--- src/rtl/shift_reg_pkg.sv ---
// Shared operation encoding for the multi-mode shift register.
package shift_reg_pkg;

  localparam int unsigned MODE_W = 2;

  typedef enum logic [MODE_W-1:0] {
    MODE_HOLD   = 2'b00,
    MODE_SHIFT  = 2'b01,
    MODE_LOAD   = 2'b10,
    MODE_ROTATE = 2'b11
  } mode_e;

endpackage

--- src/rtl/shift_reg_fill_ctr.sv ---
// Counts valid stages: saturating increment on shift, jump to full on load.
module shift_reg_fill_ctr #(
  parameter int unsigned DEPTH = 3
) (
  input  logic                         clk,
  input  logic                         rst_n,
  input  logic                         clr,
  input  logic                         inc,
  input  logic                         set_full,
  output logic [$clog2(DEPTH+1)-1:0]   fill_cnt,
  output logic                         full
);

  localparam int unsigned CW = $clog2(DEPTH + 1);

  // full is kept as its own flop so it never hangs off a comparator
  always_ff @(posedge clk or negedge rst_n) begin
    if (!rst_n) begin
      fill_cnt <= '0;
      full     <= 1'b0;
    end else if (clr) begin
      fill_cnt <= '0;
      full     <= 1'b0;
    end else if (set_full) begin
      fill_cnt <= CW'(DEPTH);
      full     <= 1'b1;
    end else if (inc && !full) begin
      fill_cnt <= fill_cnt + CW'(1);
      full     <= (fill_cnt == CW'(DEPTH - 1));
    end
  end

endmodule

--- src/rtl/shift_reg_mm.sv ---
// Multi-mode shift register: hold, serial shift, parallel load, rotate.
module shift_reg_mm
  import shift_reg_pkg::*;
#(
  parameter int unsigned WIDTH = 1,
  parameter int unsigned DEPTH = 3
) (
  input  logic                        clk,
  input  logic                        rst_n,
  input  logic                        clr,
  input  logic                        en,
  input  logic [MODE_W-1:0]           mode,
  input  logic [WIDTH-1:0]            din,
  input  logic [DEPTH*WIDTH-1:0]      load_data,
  output logic [WIDTH-1:0]            dout,
  output logic [DEPTH*WIDTH-1:0]      q_all,
  output logic [$clog2(DEPTH+1)-1:0]  fill_cnt,
  output logic                        full
);

  if (WIDTH < 1 || WIDTH > 64) begin : g_bad_width
    $error("shift_reg_mm: WIDTH out of range");
  end
  if (DEPTH < 2 || DEPTH > 64) begin : g_bad_depth
    $error("shift_reg_mm: DEPTH out of range");
  end

  mode_e                   op;
  logic                    inc;
  logic                    set_full;
  logic [DEPTH*WIDTH-1:0]  stage_q;

  assign op       = mode_e'(mode);
  assign inc      = en && (op == MODE_SHIFT);
  assign set_full = en && (op == MODE_LOAD);

  for (genvar k = 0; k < DEPTH; k++) begin : g_stage
    logic [WIDTH-1:0] src;
    logic [WIDTH-1:0] q;

    // stage 0 is the only one whose shift source depends on the mode
    if (k == 0) begin : g_head
      assign src = (op == MODE_ROTATE) ? stage_q[(DEPTH-1)*WIDTH +: WIDTH] : din;
    end else begin : g_body
      assign src = stage_q[(k-1)*WIDTH +: WIDTH];
    end

    always_ff @(posedge clk or negedge rst_n) begin
      if (!rst_n) begin
        q <= '0;
      end else if (clr) begin
        q <= '0;
      end else if (en) begin
        case (op)
          MODE_SHIFT, MODE_ROTATE: q <= src;
          MODE_LOAD:               q <= load_data[k*WIDTH +: WIDTH];
          default:                 q <= q;
        endcase
      end
    end

    assign stage_q[k*WIDTH +: WIDTH] = q;
  end

  shift_reg_fill_ctr #(
    .DEPTH (DEPTH)
  ) u_fill_ctr (
    .clk      (clk),
    .rst_n    (rst_n),
    .clr      (clr),
    .inc      (inc),
    .set_full (set_full),
    .fill_cnt (fill_cnt),
    .full     (full)
  );

  assign q_all = stage_q;
  assign dout  = stage_q[(DEPTH-1)*WIDTH +: WIDTH];

endmodule

--- config.mk ---
export PLATFORM = sky130hd
export DESIGN_NAME = shift_reg_mm
export DESIGN_NICKNAME = d
export VERILOG_FILES = /design/src/rtl/shift_reg_pkg.sv /design/src/rtl/shift_reg_fill_ctr.sv /design/src/rtl/shift_reg_mm.sv
export SDC_FILE = /design/constraint.sdc
export NUM_CORES = 1
export LEC_CHECK = 0
export ABC_AREA = 1
export BUFFER_PORTS_ARGS = -buffer_cell sky130_fd_sc_hd__buf_2
export CELL_PAD_IN_SITES_DETAIL_PLACEMENT = 1
export CELL_PAD_IN_SITES_GLOBAL_PLACEMENT = 2
export CORE_MARGIN = 10
export CORE_UTILIZATION = 23
export DETAILED_ROUTE_END_ITERATION = 10
export GPL_ROUTABILITY_DRIVEN = 0
export GPL_TIMING_DRIVEN = 0
export MAX_ROUTING_LAYER = met4
export PLACE_DENSITY_LB_ADDON = 0.1
export SETUP_SLACK_MARGIN = 0.05
export SLEW_MARGIN = 20
export SYNTH_ARGS = -nofsm -noshare
export SYNTH_HDL_FRONTEND = slang
export SYNTH_SLANG_ARGS = --single-unit
--- constraint.sdc ---
create_clock -name clk -period 1.2 [get_ports clk]
set_input_delay 0.06 -clock clk [delete_from_list [all_inputs] [get_ports clk]]
set_output_delay 0.06 -clock clk [all_outputs]
set_load 0.01 [all_outputs]
Word level (Yosys, flattened, before mapping)
Index checks and enable logic that the tools add are counted.
{ "classes": {"addsub": 1, "n_mul": 0, "div": 0, "n_lt_le_gt_ge": 0, "n_eq_ne": 4, "n_shift": 0, "muxes": 16, "n_bitwise": 0, "n_reduce_logical": 9} }
{ "ops": {"columns": ["op", "count"], "rows": [
  ["$mux W1", 10],
  ["$eq A2 B2 Y1 const B", 3],
  ["$mux W2", 3],
  ["$pmux W1 S2", 3],
  ["$reduce_bool A3 Y1", 2],
  ["$logic_and A1 B1 Y1", 3],
  ["$add A2 B1 Y2 const B", 1],
  ["$eq A2 B1 Y1 const B", 1],
  ["$reduce_and A2 Y1", 1],
  ["$reduce_bool A2 Y1", 1],
  ["$reduce_or A2 Y1", 1],
  ["$logic_not A1 Y1", 1]
]} }
{ "totals": {"ff_bits": 6, "latchBits": 0, "mem_bits_rw": 0, "rom_bits": 0, "inputBits": 10, "memories": 0} }

Longest topological paths before layout
{ "depth": {"ltp_word": 6, "ltp_mapped": 6} }

Hierarchy
Synthesis repeated with hierarchy kept, for this count alone.
{ "unflattened": {"hier_cells": 59, "area_unflattened_um2": 407.9} }
{ "modules_own_cells": {"columns": ["module", "instances", "cells_per_inst", "area_per_inst_um2", "seq_area_each_um2"], "rows": [
  ["shift_reg_mm", 1, 36, 239.0, 75.1],
  ["shift_reg_fill_ctr", 1, 23, 168.9, 75.1]
]} }

Worst setup path after synthesis
Ideal clock, no wire load.
{ "synth_timing": {"path_kind": "register to register", "from": "register u_fill_ctr.fill_cnt[0]", "to": "register u_fill_ctr.fill_cnt[1]", "arrival_time_ps": 958, "slack_ps": 177, "path_stages_with_launch": 6, "n_path_buf": 0, "synth_period_minus_slack_ps": 1023, "cell_sequence": "dfrtp_1 > inv_1 > ha_1 > a21oi_1 > nand2_1 > nand2_1"} }
{ "synth_between": {"elab_chain_cells": 4} }
{ "synth_rtl": {"columns": ["element", "line", "text"], "rows": [
  ["start: declaration", "shift_reg_fill_ctr.sv:10", "output logic [$clog2(DEPTH+1)-1:0] fill_cnt,"],
  ["start signal: assignment", "shift_reg_fill_ctr.sv:25", "fill_cnt <= CW'(DEPTH);"],
  ["start signal: assignment", "shift_reg_fill_ctr.sv:28", "fill_cnt <= fill_cnt + CW'(1);"],
  ["$add A2 B1 Y2", "shift_reg_fill_ctr.sv:28", null],
  ["$mux W2", "shift_reg_fill_ctr.sv:27", "end else if (inc && !full) begin"],
  ["$mux W2", "shift_reg_fill_ctr.sv:24", "end else if (set_full) begin"],
  ["$mux W2", "shift_reg_fill_ctr.sv:21", "end else if (clr) begin"]
]} }
No other way between the ends. The select of a mux whose other input is x is not followed.
A chain may end at the register's enable or synchronous reset.

Worst setup path after layout
Same ends and word-level chain as after synthesis.

==> impl_metrics.ini <==
[pwr]
finalPower_uw = 575
p_leak_nw = 0.321
ir_worst_vdd_v = 0.000642
p_per_area_nw_per_um2 = 1050

[cts]
cts-root-buf = clkbuf_4
clk_path_buf_depth = 2
clk_latency_ns = 0.25
numCtsBuffers = 3
cts.reportedPaths.clkPinSlew_ns = 0.06
cts_tree = built
clock-sinks = 6
post_cts_buffers = 0
ctsHtreeMaxLevel = 1

[sta]
period_share = 0.857
hold-worst-slack_ns = 0.0341
fin_skew_ns = 0.0134
drv_slew = 0
setup_tns_ns = 0
setup_viol = 0
slew_headroom = 0.871
min_period_ns = 1.03
rsz0062_at_grt = false
worst_pin_slew_ns = 0.193
hold_viol = 0
fmax_mhz = 972
final_critical_path_setup_slack_ns = 0.172

[critical_path]
cp_cell_sequence = inv_1 -> ha_1 -> a21oi_1 -> nand2_1 -> nand2_1
crit_arrival_ns = 1.21
crit_path_top_delay_cell = dfrtp_1
rrSetupSlack_ns = 0.17
worstReg2RegEnd = u_fill_ctr.fill_cnt[1]
crit_required_ns = 1.38
rr_worst_depth = 5
crit_buf_inv = 1
critPathKind = register to register
cp_top_family = flip-flops
reg2reg_from = u_fill_ctr.fill_cnt[0]
worst-path-max-fanout = 4
crit_path_end_kind = register
start_kind = register
crit_top_cell = nand2_1
critical_path.max_stage_delay_ns = 0.38

[global_routing]
grt_pass1_vias = 461
antenna_found_initial = 0
track_usage = 0.0666
grt_pass1_wl_um = 2030
overflow = 0
grt_max_degree = 10

[logic_synthesis]
synth_area_sq_um = 408
syn_nets = 66
yosysTopAreaCell = dfrtp_1
synth_cell_types = 14
synth_cells = 55
ys_top_cells_by_area = dfrtp_1, nand2_1, nand4_1
synth_seq_cells = 6
syn_avg_cell_area_sq_um = 7.42
yosysSeqAreaShare = 0.368
synth_top_area_frac = 0.368
yosys_warnings = 0

[final_layout]
multi_input_area_sq_um = 201
drive_gt1_frac = 0.392
mostFrequentLayoutCells = nand2_1, buf_2, nand3_1, dfrtp_1, nand4_1
final_common_cell = nand2_1
nNetsFinal = 87
final_area_sq_um = 547
diodes = 0
area_growth_pct = 34.0
regArea_sq_um = 150
num-fill-cells = 223

[outcome]
status = finished clean

[placed_design]
dpl.hpwl_um = 966
placed_area_sq_um = 514
port_buffers = 15
place_ws_ns = 0.170

[routing]
wirelength_um = 1190
first_pass_iters = 3
drcViolationCount = 0
drt_iter0_markers = 6
drt-vias-per-instance = 4.33
postRouteAntennaNets = 0
wl_per_cell_um = 12.0
vias = 429

[hold_path]
holdPathEnd = u_fill_ctr.full
hp-class = primary input to register
hold_depth = 2
holdCritStartpoint = clr

[floorplan]
row_count = 15
start_util = 0.239
die-width_um = 62.1
ioPinCount = 17
coreArea_sq_um = 1710
die-area_sq_um = 3860
die_y_um = 62.1

[job]
cap_viol_max_count = 0
[routing by layer]
layer	track usage	up-vias	part of all wire
met5	-	-	0
li1	-	218	-
met4	0.0257	0	0.0050
met1	0.0781	196	0.50
met3	0.0358	2	0.062
met2	0.0923	13	0.43
[Yosys cell counts]
library cell and n:
a21oi_1 3, a21oi_2 1, buf_4 3, buf_6 1, dfrtp_1 6, ha_1 1
inv_1 4, inv_2 2, nand2_1 17, nand2_2 2, nand3_1 6, nand3_2 2
nand4_1 5, nor2_1 2
[cell families (layout without fill, tap and decap cells)]
family                   after synthesis  after routing  synth area share
buffers and inverters                 10             29             0.138
flip-flops                             6              6             0.368
AND/OR/NAND/NOR                       34             34             0.405
AO/OA/AOI/OAI                          4              4            0.0583
adder cells (fa/ha/maj)                1              1            0.0307
[report_power, final]
part	leakage, nW	switching (mW)	total (mW)	internal (mW)
Combinational	0.227	0.0782	0.140	0.0618
Clock	0.0138	0.0846	0.199	0.114
Sequential	0.0801	0.0156	0.237	0.221
Total	0.321	0.178	0.575	0.397
[stage by stage]
| step | cells | utilization |
|---|---|---|
| after floorplan | 55 | - |
| after global placement | 95 | 0.301 |
| after detailed placement | 95 | 0.301 |
| after CTS | 99 | 0.320 |
| after global routing | 99 | 0.320 |
| final | 99 | 0.320 |
[repair_timing]
action / in CTS / in global routing
hold endpoints to repair: 6 / 0
hold buffers: 1 / 0
resized for setup: 0 / 0
[registers in the layout, indices dropped and copies added, names as in the netlist]
register             flops
g_stage.q                2
u_fill_ctr.full          1
dout                     1
u_fill_ctr.fill_cnt      2
[worst max-delay path by stage]
stage / slack [ns] / cells past startpoint / start / end
after floorplan: 0.18 / 5 / u_fill_ctr.fill_cnt[0] / u_fill_ctr.fill_cnt[1]
after global placement: 0.18 / 5 / u_fill_ctr.fill_cnt[0] / u_fill_ctr.fill_cnt[1]
after detailed placement: 0.17 / 5 / u_fill_ctr.fill_cnt[0] / u_fill_ctr.fill_cnt[1]
after CTS: 0.16 / 5 / u_fill_ctr.fill_cnt[0] / u_fill_ctr.fill_cnt[1]
after global routing: 0.1 / 5 / u_fill_ctr.fill_cnt[0] / u_fill_ctr.fill_cnt[1]
final: 0.17 / 5 / u_fill_ctr.fill_cnt[0] / u_fill_ctr.fill_cnt[1]
[layout make-up]
| class | count | area share |
|---|---|---|
| clock buffer | 3 | 0.0412 |
| buffer | 4 | 0.0618 |
| sequential | 6 | 0.275 |
| multi-input combinational | 39 | 0.368 |
| tap | 25 | 0.0572 |
| inverter | 6 | 0.0412 |
| timing repair buffer | 16 | 0.156 |
No activity file was read; power rests on OpenSTA's default activity.
